--- src/rtl/regfile_pkg.sv ---
// Shared constants and types for the register-file writeback arbiter.
//   DATA_W   : register data width
//   ADDR_W   : register address width
//   NREG     : number of architectural registers
//   ZERO_REG : hardwired-zero register index; never written and never marked busy
//   wb_req_t : one writeback request (valid, destination, data)
package regfile_pkg;

    localparam int DATA_W = 32;
    localparam int ADDR_W = 5;
    localparam int NREG   = 1 << ADDR_W;

    localparam logic [ADDR_W-1:0] ZERO_REG = '0;

    typedef struct packed {
        logic              valid;
        logic [ADDR_W-1:0] addr;
        logic [DATA_W-1:0] data;
    } wb_req_t;

endpackage

--- src/rtl/regfile_wb_arbiter_if.sv ---
// Bus between the execute/writeback units, the decode stage and the arbiter.
//   req0_*   : ALU writeback request and its ready
//   req1_*   : load/multicycle writeback request and its ready
//   wr_*     : register-file write port (RegWrite/WriteRegister/WriteData)
//   issue_*  : decode issue of an instruction that will write issue_addr
//   rd_addr* : decode source registers; stall flags a pending write on either
//   busy_vec : scoreboard state, bit i = register i has a write outstanding
// The slave modport is the arbiter side; master is the driving side.
interface regfile_wb_arbiter_if;
    import regfile_pkg::*;

    logic              req0_valid;
    logic              req0_ready;
    logic [ADDR_W-1:0] req0_addr;
    logic [DATA_W-1:0] req0_data;
    logic              req1_valid;
    logic              req1_ready;
    logic [ADDR_W-1:0] req1_addr;
    logic [DATA_W-1:0] req1_data;
    logic              wr_en;
    logic [ADDR_W-1:0] wr_addr;
    logic [DATA_W-1:0] wr_data;
    logic              issue_valid;
    logic [ADDR_W-1:0] issue_addr;
    logic              issue_ready;
    logic [ADDR_W-1:0] rd_addr1;
    logic [ADDR_W-1:0] rd_addr2;
    logic              stall;
    logic [NREG-1:0]   busy_vec;

    modport slave (
        input  req0_valid, req0_addr, req0_data,
        input  req1_valid, req1_addr, req1_data,
        input  issue_valid, issue_addr, rd_addr1, rd_addr2,
        output req0_ready, req1_ready,
        output wr_en, wr_addr, wr_data,
        output issue_ready, stall, busy_vec
    );

    modport master (
        output req0_valid, req0_addr, req0_data,
        output req1_valid, req1_addr, req1_data,
        output issue_valid, issue_addr, rd_addr1, rd_addr2,
        input  req0_ready, req1_ready,
        input  wr_en, wr_addr, wr_data,
        input  issue_ready, stall, busy_vec
    );

endinterface

--- src/rtl/regfile_wb_arbiter_scoreboard.sv ---
// Scoreboard of destination registers with writes still outstanding.
//   clk, rst_n      : clock, asynchronous active-low reset
//   issue_valid/addr: decode issuing a writer of issue_addr
//   issue_ready     : issue accepted (no WAW conflict on issue_addr)
//   wr_en, wr_addr  : register-file write this cycle; clears the busy bit at its edge
//   rd_addr1/2      : decode source registers
//   stall           : a non-zero source register is still busy
//   busy_vec        : bit i = register i pending
module reg_scoreboard
    import regfile_pkg::*;
(
    input  logic              clk,
    input  logic              rst_n,
    input  logic              issue_valid,
    input  logic [ADDR_W-1:0] issue_addr,
    output logic              issue_ready,
    input  logic              wr_en,
    input  logic [ADDR_W-1:0] wr_addr,
    input  logic [ADDR_W-1:0] rd_addr1,
    input  logic [ADDR_W-1:0] rd_addr2,
    output logic              stall,
    output logic [NREG-1:0]   busy_vec
);

    logic [NREG-1:0] busy_q;
    logic [NREG-1:0] set_mask;
    logic [NREG-1:0] clr_mask;

    assign issue_ready = !busy_q[issue_addr] || (issue_addr == ZERO_REG);

    always_comb begin
        set_mask = '0;
        clr_mask = '0;
        if (wr_en && (wr_addr != ZERO_REG))
            clr_mask[wr_addr] = 1'b1;
        if (issue_valid && issue_ready && (issue_addr != ZERO_REG))
            set_mask[issue_addr] = 1'b1;
    end

    // Clear first, then set: a new writer issued on the very edge the old
    // write lands keeps the register busy.
    always_ff @(posedge clk or negedge rst_n) begin
        if (!rst_n)
            busy_q <= '0;
        else
            busy_q <= (busy_q & ~clr_mask) | set_mask;
    end

    // No bypass: a reader waits until the cycle after the write edge.
    assign stall = (busy_q[rd_addr1] && (rd_addr1 != ZERO_REG)) ||
                   (busy_q[rd_addr2] && (rd_addr2 != ZERO_REG));

    assign busy_vec = busy_q;

endmodule

--- src/rtl/regfile_wb_arbiter.sv ---
// Shares the single register-file write port between the ALU writeback
// (req0) and the load/multicycle writeback (req1), and tracks pending
// destinations for decode.
//   clk, rst_n : clock, asynchronous active-low reset
//   bus        : slave side of regfile_wb_arbiter_if (requests, write port,
//                issue/stall handshake, busy_vec)
module regfile_wb_arbiter
    import regfile_pkg::*;
(
    input  logic                 clk,
    input  logic                 rst_n,
    regfile_wb_arbiter_if.slave  bus
);

    wb_req_t req0;
    wb_req_t req1;
    wb_req_t sel;
    logic    gnt0;
    logic    gnt1;
    logic    rr_ptr;   // 0: req0 wins next contention, 1: req1 wins

    logic              wr_en_q;
    logic [ADDR_W-1:0] wr_addr_q;
    logic [DATA_W-1:0] wr_data_q;

    assign req0 = '{valid: bus.req0_valid, addr: bus.req0_addr, data: bus.req0_data};
    assign req1 = '{valid: bus.req1_valid, addr: bus.req1_addr, data: bus.req1_data};

    // The write port never back-pressures, so any valid request gets a grant.
    always_comb begin
        gnt0 = req0.valid && (!req1.valid || !rr_ptr);
        gnt1 = req1.valid && (!req0.valid ||  rr_ptr);
        sel  = gnt1 ? req1 : req0;
    end

    assign bus.req0_ready = gnt0;
    assign bus.req1_ready = gnt1;

    // Pointer moves only on contention, so a lone requester never loses priority.
    always_ff @(posedge clk or negedge rst_n) begin
        if (!rst_n)
            rr_ptr <= 1'b0;
        else if (req0.valid && req1.valid)
            rr_ptr <= ~rr_ptr;
    end

    // Registered write port; a grant to register 0 is consumed but not written.
    always_ff @(posedge clk or negedge rst_n) begin
        if (!rst_n) begin
            wr_en_q   <= 1'b0;
            wr_addr_q <= '0;
            wr_data_q <= '0;
        end else if (sel.valid) begin
            wr_en_q   <= (sel.addr != ZERO_REG);
            wr_addr_q <= sel.addr;
            wr_data_q <= sel.data;
        end else begin
            wr_en_q   <= 1'b0;
        end
    end

    assign bus.wr_en   = wr_en_q;
    assign bus.wr_addr = wr_addr_q;
    assign bus.wr_data = wr_data_q;

    reg_scoreboard u_scoreboard (
        .clk         (clk),
        .rst_n       (rst_n),
        .issue_valid (bus.issue_valid),
        .issue_addr  (bus.issue_addr),
        .issue_ready (bus.issue_ready),
        .wr_en       (wr_en_q),
        .wr_addr     (wr_addr_q),
        .rd_addr1    (bus.rd_addr1),
        .rd_addr2    (bus.rd_addr2),
        .stall       (bus.stall),
        .busy_vec    (bus.busy_vec)
    );

endmodule

--- src/flat_wrapper.sv ---
// flat-port wrapper written by rule: the top's interface ports become plain ports
module regfile_wb_arbiter_flat import regfile_pkg::*;
  (clk, rst_n, bus_req0_valid, bus_req0_addr, bus_req0_data, bus_req1_valid, bus_req1_addr, bus_req1_data, bus_issue_valid, bus_issue_addr, bus_rd_addr1, bus_rd_addr2, bus_req0_ready, bus_req1_ready, bus_wr_en, bus_wr_addr, bus_wr_data, bus_issue_ready, bus_stall, bus_busy_vec);
  regfile_wb_arbiter_if bus_i ();
  input  logic clk;
  input  logic rst_n;
  input wire logic [$bits(bus_i.req0_valid)-1:0] bus_req0_valid;
  input wire logic [$bits(bus_i.req0_addr)-1:0] bus_req0_addr;
  input wire logic [$bits(bus_i.req0_data)-1:0] bus_req0_data;
  input wire logic [$bits(bus_i.req1_valid)-1:0] bus_req1_valid;
  input wire logic [$bits(bus_i.req1_addr)-1:0] bus_req1_addr;
  input wire logic [$bits(bus_i.req1_data)-1:0] bus_req1_data;
  input wire logic [$bits(bus_i.issue_valid)-1:0] bus_issue_valid;
  input wire logic [$bits(bus_i.issue_addr)-1:0] bus_issue_addr;
  input wire logic [$bits(bus_i.rd_addr1)-1:0] bus_rd_addr1;
  input wire logic [$bits(bus_i.rd_addr2)-1:0] bus_rd_addr2;
  output wire logic [$bits(bus_i.req0_ready)-1:0] bus_req0_ready;
  output wire logic [$bits(bus_i.req1_ready)-1:0] bus_req1_ready;
  output wire logic [$bits(bus_i.wr_en)-1:0] bus_wr_en;
  output wire logic [$bits(bus_i.wr_addr)-1:0] bus_wr_addr;
  output wire logic [$bits(bus_i.wr_data)-1:0] bus_wr_data;
  output wire logic [$bits(bus_i.issue_ready)-1:0] bus_issue_ready;
  output wire logic [$bits(bus_i.stall)-1:0] bus_stall;
  output wire logic [$bits(bus_i.busy_vec)-1:0] bus_busy_vec;
  assign bus_i.req0_valid = bus_req0_valid;
  assign bus_i.req0_addr = bus_req0_addr;
  assign bus_i.req0_data = bus_req0_data;
  assign bus_i.req1_valid = bus_req1_valid;
  assign bus_i.req1_addr = bus_req1_addr;
  assign bus_i.req1_data = bus_req1_data;
  assign bus_i.issue_valid = bus_issue_valid;
  assign bus_i.issue_addr = bus_issue_addr;
  assign bus_i.rd_addr1 = bus_rd_addr1;
  assign bus_i.rd_addr2 = bus_rd_addr2;
  assign bus_req0_ready = bus_i.req0_ready;
  assign bus_req1_ready = bus_i.req1_ready;
  assign bus_wr_en = bus_i.wr_en;
  assign bus_wr_addr = bus_i.wr_addr;
  assign bus_wr_data = bus_i.wr_data;
  assign bus_issue_ready = bus_i.issue_ready;
  assign bus_stall = bus_i.stall;
  assign bus_busy_vec = bus_i.busy_vec;
  regfile_wb_arbiter u_core (.clk(clk), .rst_n(rst_n), .bus(bus_i));
endmodule
--- config.mk ---
export PLATFORM = sky130hd
export DESIGN_NAME = regfile_wb_arbiter_flat
export DESIGN_NICKNAME = d
export VERILOG_FILES = /design/src/rtl/regfile_pkg.sv /design/src/rtl/regfile_wb_arbiter_if.sv /design/src/rtl/regfile_wb_arbiter_scoreboard.sv /design/src/rtl/regfile_wb_arbiter.sv /design/src/flat_wrapper.sv
export SDC_FILE = /design/constraint.sdc
export NUM_CORES = 1
export LEC_CHECK = 0
export ABC_AREA = 0
export BUFFER_PORTS_ARGS = -buffer_cell sky130_fd_sc_hd__buf_2
export CAP_MARGIN = 10
export CORE_MARGIN = 2
export CORE_UTILIZATION = 53
export DETAILED_ROUTE_END_ITERATION = 8
export PLACE_DENSITY = 0.84
export SETUP_SLACK_MARGIN = 0.15
export SLEW_MARGIN = 20
export SYNTH_ARGS = -nofsm -noshare
export SYNTH_HDL_FRONTEND = slang
export SYNTH_SLANG_ARGS = --single-unit
--- constraint.sdc ---
create_clock -name clk -period 5.5 [get_ports clk]
set_clock_uncertainty 0.1 [all_clocks]
set_input_delay 0.825 -clock clk [delete_from_list [all_inputs] [get_ports clk]]
set_output_delay 0.825 -clock clk [all_outputs]
set_load 0.02 [all_outputs]
Word level (Yosys, flattened, before mapping)
Cells that the tools add are included.
{"block": "totals", "register_bits": 71, "inputBits": 94, "output_inout_bits": 74, "wordCells": 53}
{"block": "classes", "n_lt_le_gt_ge": 6, "n_mux": 14, "n_bitwise": 4, "n_reduce_logical": 24}
{"op": "$mux 32", "n": 2}
{"op": "$mux 38", "n": 1}
{"op": "$and 32x32->32", "n": 1}
{"op": "$not 32->32", "n": 1}
{"op": "$or 32x32->32", "n": 1}
{"op": "$reduce_bool 5->1", "n": 5}
{"op": "$lt 5x6->1 const B", "n": 4}
{"op": "$bmux 1 s5", "n": 3}
{"op": "$demux 1 s5", "n": 2}
{"op": "$ge 5x1->1 const B", "n": 2}
{"op": "$logic_and 1x1->1", "n": 10}
{"op": "$mux 1", "n": 6}
{"op": "$logic_not 5->1", "n": 1}
{"op": "$logic_not 1->1", "n": 4}
{"op": "$logic_or 1x1->1", "n": 4}
{"op": "$not 1->1", "n": 1}

Depth between registers and ports, before layout
Gate-level depths: netlist (run 1).
{"block": "logic_depth", "ltp_word": 8, "ltp_mapped": 7, "depth_no_buf": 5}

By module
A second synthesis (run 1) with hierarchy kept.
{"block": "unflattened", "cells_unflattened": 417, "hier_area_um2": 4524.3}
{"module": "regfile_wb_arbiter", "instances": 1, "cells_each": 220, "area_each_um2": 2263.4, "seq_area_each_um2": 975.9}
{"module": "reg_scoreboard", "instances": 1, "cells_each": 197, "area_each_um2": 2260.9, "seq_area_each_um2": 800.8}

Worst setup path before layout (run 1)
Ideal clock, no wire load.
{"block": "synth_path", "kind": "input-to-output", "startpoint": "input port bus_rd_addr1[0]", "endpoint": "output port bus_stall", "arrival_ns": 2.410, "t_required_ns": 4.575, "slack_ns": 2.165, "path_stages": 5, "path_buffers": 1, "path_cell_list": "clkbuf_1 -> mux4_2 -> mux4_2 -> nand2_1 -> o211ai_1"}
{"block": "synth_via", "elab_chain_len": 4, "elab_cells_between_ends": 5, "cone_classes": "mux: 2; reduce/logical: 3"}
{"element": "start, declared", "line_no": "flat_wrapper.sv:15", "rtl": "input wire logic [$bits(bus_i.rd_addr1)-1:0] bus_rd_addr1;"}
{"element": "$bmux 1 s5", "line_no": "regfile_wb_arbiter_scoreboard.sv:50", "rtl": "assign stall = (busy_q[rd_addr1] && (rd_addr1 != ZERO_REG)) ||"}
{"element": "$mux 1 (implied by the code)", "line_no": "regfile_wb_arbiter_scoreboard.sv:50"}
{"element": "$logic_and 1x1->1 *", "line_no": "regfile_wb_arbiter_scoreboard.sv:50"}
{"element": "$logic_or 1x1->1 *", "line_no": "regfile_wb_arbiter_scoreboard.sv:50"}
{"element": "end, declared", "line_no": "flat_wrapper.sv:23", "rtl": "output wire logic [$bits(bus_i.stall)-1:0] bus_stall;"}
Mark *: on every way between the ends. The rest lies on a longest branch, timed or not. The select of a mux whose other input is x is not followed.

Worst setup path after layout (run 1)
{"block": "layout_path", "startpoint": "input port bus_rd_addr2[0]", "endpoint": "output port bus_stall"}
{"block": "layout_via", "elab_chain_len": 4, "elab_cells_between_ends": 5, "cone_classes": "mux: 2; reduce/logical: 3"}
{"element": "start, declared", "line_no": "flat_wrapper.sv:16", "rtl": "input wire logic [$bits(bus_i.rd_addr2)-1:0] bus_rd_addr2;"}
{"element": "$bmux 1 s5", "line_no": "regfile_wb_arbiter_scoreboard.sv:51", "rtl": "(busy_q[rd_addr2] && (rd_addr2 != ZERO_REG));"}
{"element": "$mux 1 (implied by the code)", "line_no": "regfile_wb_arbiter_scoreboard.sv:51"}
{"element": "$logic_and 1x1->1 *", "line_no": "regfile_wb_arbiter_scoreboard.sv:51"}
{"element": "$logic_or 1x1->1 *", "line_no": "regfile_wb_arbiter_scoreboard.sv:50"}
Marked as above.

==> impl_metrics.toml, run 1 <==
[route]
drc_errors = 0
via_count = 4456
drtIter0Drc = 344
wl_per_cell_um = 19.1
wl_mm = 13.5
vias_per_cell = 6.30
route.antenna.remaining_nets = 0
firstDrtPassIters = 5

[final_layout]
drive_above_1_share = 0.356
synthToLayoutAreaGrowth_pct = 24.4
nFillCells = 636
finalInstanceArea_mm2 = 0.00524
finish.utilization = 0.678
multiInputGateArea_mm2 = 0.00216
nNetsFinal = 695
seqCellArea_mm2 = 0.00178

[critical_path]
reg2reg_depth = 5
max_stage_delay_ps = 530
crit_type = "input pin to output port"
path_cells = "buf_2, mux4_2, nor3b_1, a21oi_1, a22oi_1, o211ai_1, buf_2"
r2r_slack_ps = 3400
r2r_start = "u_core.u_scoreboard.busy_vec[13]"
critPathSlowestCell = "mux4_2"
cp.required_ps = 4580
worst-path-buf-inv = 2
r2r_end = "u_core.u_scoreboard.busy_vec[17]"
critPathCaptureType = "output port"
cp_max_fo = 8
cpMostUsedCell = "buf_2"
path_delay_family = "multiplexers"
startpoint_type = "input pin"
critPathArrivalTime_ps = 2410

[synthesis]
synth_edf_count = 0
ys_ff_latch = 71
synth_nets = 546
synth_warnings = 0
syn_area_mm2 = 0.00421
yosysSeqAreaShare = 0.422
synth.distinct_cells = 38
synthCells = 452
syn_area_per_cell_um2 = 9.32
ys_async_sr_fraction = 1.00
synthFlopType = "dfrtp_1"

[sta]
finalSetupViolCount = 0
fmax_ghz = 0.300
maxSlewViolCount = 0
max_slew_margin = 0.381
tightest_slew_ps = 928
period_share = 0.607
setup_tns_ps = 0
hold_violations = 0
rsz0062_at_grt = "no"
fin_crit_ps = 3340
setup_ws_ps = 2160

[floorplanning]
die_area_mm2 = 0.00868
core_area_mm2 = 0.00773
die_w_um = 93.1
die_h_um = 93.1
ioPinCount = 168
start_util = 0.545
rows = 32

[run]
max_cap_viol_count = 0

[clocking]
cts_tree = "built"
clock_latency_ps = 350
cts-resized-gates = 0
ctsHoldBuffers = 0
cts_num_sinks = 71
cts_buffers = 9
clk_pin_slew_worst_paths_ps = 70
post_cts_buffers = 0
ctsLongestPathBuffers = 2
htreeDepth = 3
clockRootBuffer = "clkbuf_8"

[global_routing]
antenna_found_initial = 1
grt_pass1_vias = 4415
grt_pass1_wl_mm = 21.4
grt.overflow.total = 0
grt_usage = 0.316
grt_max_degree = 66

[placement]
place_area_mm2 = 0.00507
post-dp-hpwl_mm = 9.83
place.gp.congestion = 0.945
pre_cts_ws_ps = 2160
numPortBuffers = 167

[worst_hold_path]
hold_path_class = "input pin to asynchronous set/reset pin"

[power_and_ir_drop]
p_leak_nw = 2.41
powerDensity_mw_per_mm2 = 461
peakVddDrop_mv = 0.220

[run_status]
run_status = "completed"
==> worst max path at each step <==
stage                     depth (start not counted)  slack [ps]              start         endpoint
after global routing                              6        2070  bus_issue_addr[0]  bus_issue_ready
final                                             7        2160    bus_rd_addr2[0]        bus_stall
after CTS                                         6        2160  bus_issue_addr[0]  bus_issue_ready
after detailed placement                          6        2160  bus_issue_addr[0]  bus_issue_ready
after global placement                            6        2200  bus_issue_addr[0]  bus_issue_ready
after floorplan                                   5        2160    bus_rd_addr1[0]        bus_stall
==> kinds of logic (layout without fill, tap and decap cells) <==
| logic type | Yosys count | in the layout | share of synthesized area |
|---|---|---|---|
| other cells | 0 | 1 | 0 |
| mux | 34 | 34 | 0.149 |
| simple gates | 99 | 99 | 0.119 |
| compound gates | 177 | 177 | 0.245 |
| xor+xnor | 1 | 1 | 0.00208 |
| flops | 71 | 71 | 0.422 |
| buf+inv | 70 | 222 | 0.0642 |
==> per-stage QoR <==
stage | total power [mW] | hold slack, ps | std cells
after floorplan | 1.60 | 429 | 452
after detailed placement | 2.04 | 320 | 692
after CTS | 2.40 | 192 | 706
after global placement | 2.01 | 294 | 692
final | 2.42 | 198 | 707
after global routing | 2.54 | 196 | 707
==> per-layer routing <==
metal | vias up | GRT usage | part of all wire
met4 | 0 | 0.146 | 0.028
met2 | 297 | 0.527 | 0.49
li1 | 1995 | - | -
met3 | 37 | 0.0588 | 0.091
met1 | 2127 | 0.402 | 0.39
met5 | - | 0 | 0
==> cell usage after synthesis, drive strengths merged (3+ instances only) <==
| cell type | n | share of area |
|---|---|---|
| dfrtp | 71 | 0.42 |
| o21ai | 60 | 0.071 |
| nor2 | 41 | 0.037 |
| a21oi | 37 | 0.044 |
| inv | 37 | 0.033 |
| a31oi | 32 | 0.048 |
| o22ai | 32 | 0.048 |
| clkbuf | 31 | 0.028 |
| mux4 | 22 | 0.12 |
| nand2 | 21 | 0.019 |
| mux2i | 10 | 0.024 |
| nand3b | 8 | 0.014 |
| or3 | 7 | 0.010 |
| nand2b | 5 | 0.0074 |
| o221a | 5 | 0.013 |
| nand3 | 4 | 0.0059 |
| nor3 | 4 | 0.0048 |
| a311oi | 3 | 0.0062 |
| nand4 | 3 | 0.0080 |
| nor3b | 3 | 0.0053 |
| o31ai | 3 | 0.0053 |
==> state kept, by name, summed over array words and instances, names as in the netlist <==
register                      count
u_core.bus.wr_en                  1
u_core.bus.wr_data               32
u_core.bus.wr_addr                5
u_core.rr_ptr                     1
u_core.u_scoreboard.busy_vec     32
==> cell usage in the layout, fill, tap and decap left out, types with 7 or more instances in the layout <==
cell type,instances
nand2_1,20
buf_2,167
mux2i_1,10
a31oi_1,32
clkbuf_8,11
dfrtp_1,71
o22ai_1,32
inv_1,37
nand3b_1,8
a21oi_1,37
mux4_2,20
o21ai_0,48
o21ai_1,12
or3_1,7
nor2_1,41
==> report_power, final <==
part           switching (mW)  internal [mW]  total [mW]
logic                   0.628          0.447        1.08
clock network           0.187          0.183       0.371
registers               0.264          0.706       0.970
total                    1.08           1.34        2.42
==> cell type report <==
cell class              instances  share of cell area
clock inverters                 1            0.000955
multi-input cells             311               0.413
repair buffers                171               0.165
inverters                      37              0.0265
clock buffers                  13              0.0303
well taps                     102              0.0244
diodes                          1            0.000478
flip-flops and latches         71               0.339
No activity file was read; power rests on OpenSTA's default activity.
==> run 2: changes to the inputs <==
CORE_UTILIZATION = 49   (was 53)
PLACE_DENSITY = 0.79   (was 0.84)
clock period = 3.3 ns   (was 5.5 ns; I/O delays follow)
==> impl_metrics.toml, run 2 (same netlist as run 1, synthesis figures left out) <==
[run_status]
run_status = "completed"

[placement]
place.gp.congestion = 1.04
place_area_mm2 = 0.00510
post-dp-hpwl_mm = 9.61
numPortBuffers = 167

[final_layout]
final_cell_mix = "167 x buf_2, 71 x dfrtp_1, 48 x o21ai_0"
finalInstanceArea_mm2 = 0.00533
final_common_cell = "buf_2"
num_antenna_cells = 0
synthToLayoutAreaGrowth_pct = 26.5
nNetsFinal = 697
drive_above_1_share = 0.362

[power_and_ir_drop]
powerDensity_mw_per_mm2 = 784
peakVddDrop_mv = 0.400
pwr-share-seq = 0.382
p_switching_mw = 1.80
netSwitchingFraction = 0.432
p_clk_frac = 0.186
comb_power_share = 0.432
p_leak_nw = 2.45
intPower_mw = 2.37

[route]
wl_mm = 13.1
vias_per_cell = 6.21
drc_errors = 0
drtIter0Drc = 459
via_count = 4428
firstDrtPassIters = 5
route.antenna.remaining_nets = 0
wl_per_cell_um = 18.4

[critical_path]
path_cells = "mux4_2, mux4_2, nand2_1, o211ai_1, buf_2"
crit_type = "register to output port"
cp.required_ps = 2700
r2r_slack_ps = 1200
cp_max_fo = 5
r2r_end = "u_core.u_scoreboard.busy_vec[19]"
path_delay_family = "multiplexers"
cpMostUsedCell = "mux4_2"
critPathArrivalTime_ps = 2080
cp.depth = 5
max_stage_delay_ps = 480
r2r_start = "u_core.u_scoreboard.busy_vec[30]"
worst-path-buf-inv = 1
reg2reg_depth = 5
critPathSlowestCell = "mux4_2"
startpoint_type = "register"
critPathCaptureType = "output port"

[global_routing]
antenna_found_initial = 0
grt_usage = 0.289
grt_pass1_wl_mm = 22.0
grt_pass1_vias = 4409
grt.overflow.total = 0
grt_max_degree = 54

[clocking]
cts-resized-gates = 0
clk_pin_slew_worst_paths_ps = 80
cts_num_sinks = 71
cts_tree = "built"
post_cts_buffers = 0
clockRootBuffer = "clkbuf_8"
ctsHoldBuffers = 0
ctsLongestPathBuffers = 2
clock_latency_ps = 350
cts_buffers = 9
htreeDepth = 3

[sta]
fmax_ghz = 0.373
hold_violations = 0
maxSlewViolCount = 0
period_share = 0.812
tightest_slew_ps = 779
fin_crit_ps = 2680
finalSetupViolCount = 0
max_slew_margin = 0.480
setup_tns_ps = 0
rsz0062_at_grt = "no"

[run]
max_cap_viol_count = 0

[worst_hold_path]
hold_path_class = "input pin to asynchronous set/reset pin"

[floorplanning]
rows = 33
die_h_um = 96.7
core_area_mm2 = 0.00826
start_util = 0.510
die_area_mm2 = 0.00935
die_w_um = 96.7
ioPinCount = 168
run 2: how the worst max path moves through the flow:
stage | slack, ps | from | endpoint
final | 620 | u_core.u_scoreboard.busy_vec[30] | bus_stall
after global placement | 680 | bus_issue_addr[0] | bus_issue_ready
after floorplan | 620 | bus_rd_addr1[0] | bus_stall
after CTS | 620 | u_core.u_scoreboard.busy_vec[31] | bus_stall
after global routing | 530 | u_core.u_scoreboard.busy_vec[30] | bus_stall
after detailed placement | 660 | bus_issue_addr[0] | bus_issue_ready
run 2: power groups by stage:
stage | Sequential (mW) | Combinational, mW | Clock, mW
after floorplan | 1.81 | 0.848 | 0
after detailed placement | 1.59 | 1.80 | 0
after global placement | 1.59 | 1.74 | 0
final | 1.60 | 1.80 | 0.779
after global routing | 1.64 | 1.96 | 0.827
after CTS | 1.58 | 1.81 | 0.788
run 2: cell type report:
type | count | area [µm²]
timing repair buffer | 173 | 893
fill | 681 | 2930
multi-input combinational | 311 | 2160
inverter | 37 | 139
clock inverter | 5 | 81.3
tap | 105 | 131
sequential | 71 | 1780
clock buffer | 11 | 141
run 2: layer usage:
| layer | vias to the layer above | GRT usage | share of wire |
|---|---|---|---|
| met5 | - | 0 | 0 |
| met2 | 297 | 0.471 | 0.49 |
| met4 | 0 | 0.115 | 0.022 |
| li1 | 1989 | - | - |
| met1 | 2117 | 0.376 | 0.38 |
| met3 | 25 | 0.0679 | 0.11 |
run 2: stage by stage:
stage	utilization	power (mW)	setup slack (ps)	hold slack [ps]	instances
2_1_floorplan	-	2.66	625	99.4	452
3_3_place_gp	0.618	3.33	678	302	697
3_5_place_dp	0.618	3.39	661	307	697
4_1_cts	0.645	4.17	619	137	713
5_1_grt	0.645	4.43	534	183	713
6_report	0.645	4.18	621	110	713
==> run 3: changes to the inputs <==
clock period = 2.5 ns   (was 3.3 ns; I/O delays follow)
==> impl_metrics.toml, run 3 (same netlist as run 1, synthesis figures left out) <==
[floorplanning]
core_area_mm2 = 0.00826
die_area_mm2 = 0.00935
ioPinCount = 168
rows = 33
die_w_um = 96.7
die_h_um = 96.7
start_util = 0.510

[worst_hold_path]
min_path_cells = 3
hold_path_class = "input pin to register"

[sta]
period_share = 1.01
finalSetupViolCount = 1
fin_crit_ps = 2530
setup_ws_ps = -26.8
tightest_slew_ps = 525
fmax_ghz = 0.396
rsz0062_at_grt = "yes"
max_slew_margin = 0.649
setup_tns_ps = -26.8
hold_violations = 0
maxSlewViolCount = 0

[placement]
numPortBuffers = 167
post-dp-hpwl_mm = 9.71
place.gp.congestion = 0.999
dp.cells = 699

[power_and_ir_drop]
peakVddDrop_mv = 0.562
p_leak_nw = 2.53
powerDensity_mw_per_mm2 = 1050

[critical_path]
cp.required_ps = 2030
crit_type = "register to output port"
reg2reg_depth = 6
r2r_slack_ps = 340
critPathLaunch = "u_core.u_scoreboard.busy_vec[31]"
r2r_end = "u_core.u_scoreboard.busy_vec[18]"
crit_end = "bus_stall"
cp_max_fo = 4
startpoint_type = "register"
r2r_start = "u_core.u_scoreboard.busy_vec[13]"
critPathCaptureType = "output port"
critPathArrivalTime_ps = 2050

[global_routing]
grt_usage = 0.291
grt_pass1_wl_mm = 22.0
antenna_found_initial = 1
grt_pass1_vias = 4367
grt.overflow.total = 0
grt_max_degree = 105

[final_layout]
seqCellArea_mm2 = 0.00179
final_common_cell = "buf_2"
nNetsFinal = 712
final_cell_mix = "165 x buf_2, 63 x dfrtp_1, 47 x o21ai_0"
fin_cells = 729
multiInputGateArea_mm2 = 0.00218
nFillCells = 673
synthToLayoutAreaGrowth_pct = 30.8
drive_above_1_share = 0.393

[route]
vias_per_cell = 6.04
wl_mm = 13.6
firstDrtPassIters = 5
route.antenna.remaining_nets = 0
wl_per_cell_um = 18.6
drtIter0Drc = 292
drc_errors = 0
via_count = 4405

[run_status]
run_status = "complete, but fails checks"
failed_checks = "negative setup slack"

[clocking]
htreeDepth = 3
cts_tree = "built"
clockRootBuffer = "clkbuf_8"
ctsLongestPathBuffers = 2
clock_latency_ps = 350
cts_num_sinks = 71
cts_buffers = 9
clk_pin_slew_worst_paths_ps = 80

[run]
max_cap_viol_count = 0
run 3: cell count changes in the layout (fill, tap and decap cells not counted), moves of 2 or more:
| cell | delta |
|---|---|
| buf_4 | +10 |
| dfrtp_1 | -8 |
| dfrtp_2 | +8 |
| buf_6 | +5 |
| buf_2 | -2 |
run 3: routing by layer:
layer | vias to the layer above | GRT usage | wire length (µm)
met4 | 0 | 0.131 | 405
met5 | - | 0 | 0
met1 | 2082 | 0.362 | 5210
met3 | 41 | 0.0889 | 1360
met2 | 257 | 0.468 | 6600
li1 | 2025 | - | -
run 3: final cells by class:
class | instances | area share
repair buffers | 188 | 0.190
inverters | 37 | 0.0252
diodes | 1 | 0.000454
well taps | 105 | 0.0238
clock inverters | 3 | 0.0118
clock buffers | 13 | 0.0288
multi-input cells | 311 | 0.396
flip-flops and latches | 71 | 0.324
run 3: timing repair:
action	in CTS	in global routing
setup endpoints to repair	2	2
hold endpoints to repair	71	0
pin swaps	5	2
buffers inserted	10	2
gates resized for setup	17	3
cloned	0	0
hold buffers	1	0
run 3: worst max-delay path: stages (launching register included):
cell and delay [ps]:
dfrtp_2 440, mux4_2 460, mux4_2 480, nand2_2 60
o211ai_1 90, buf_4 170
run 3: per-stage QoR:
stage / setup slack, ps / utilization / hold WS (ps) / instance area [µm²] / power [mW]
global route: -104 / 0.667 / 180 / 5510 / 6.10
global placement: 109 / 0.622 / 301 / 5130 / 4.44
floorplan: 191 / - / -20.6 / 4210 / 3.51
finish: -26.8 / 0.667 / 191 / 5510 / 5.78
CTS: -30.3 / 0.664 / 173 / 5480 / 5.72
detailed placement: 80.1 / 0.622 / 303 / 5130 / 4.50
run 3: where the power goes:
group / internal [mW] / leakage, nW / switching [mW]
registers: 1.57 / 0.814 / 0.515
clock network: 0.616 / 0.114 / 0.420
logic: 1.16 / 1.61 / 1.50
total: 3.35 / 2.53 / 2.43
run 3: worst min path at each step:
stage	slack, ps	endpoint	startpoint
global placement	300	u_core.u_scoreboard.busy_vec[0]	u_core.u_scoreboard.busy_vec[0]
detailed placement	300	u_core.u_scoreboard.busy_vec[0]	u_core.u_scoreboard.busy_vec[0]
global route	180	u_core.bus.wr_data[26]	bus_req1_data[26]
CTS	170	u_core.bus.wr_data[10]	bus_req1_data[10]
floorplan	-20	u_core.bus.wr_addr[0]	rst_n
finish	190	u_core.bus.wr_data[5]	bus_req1_data[5]
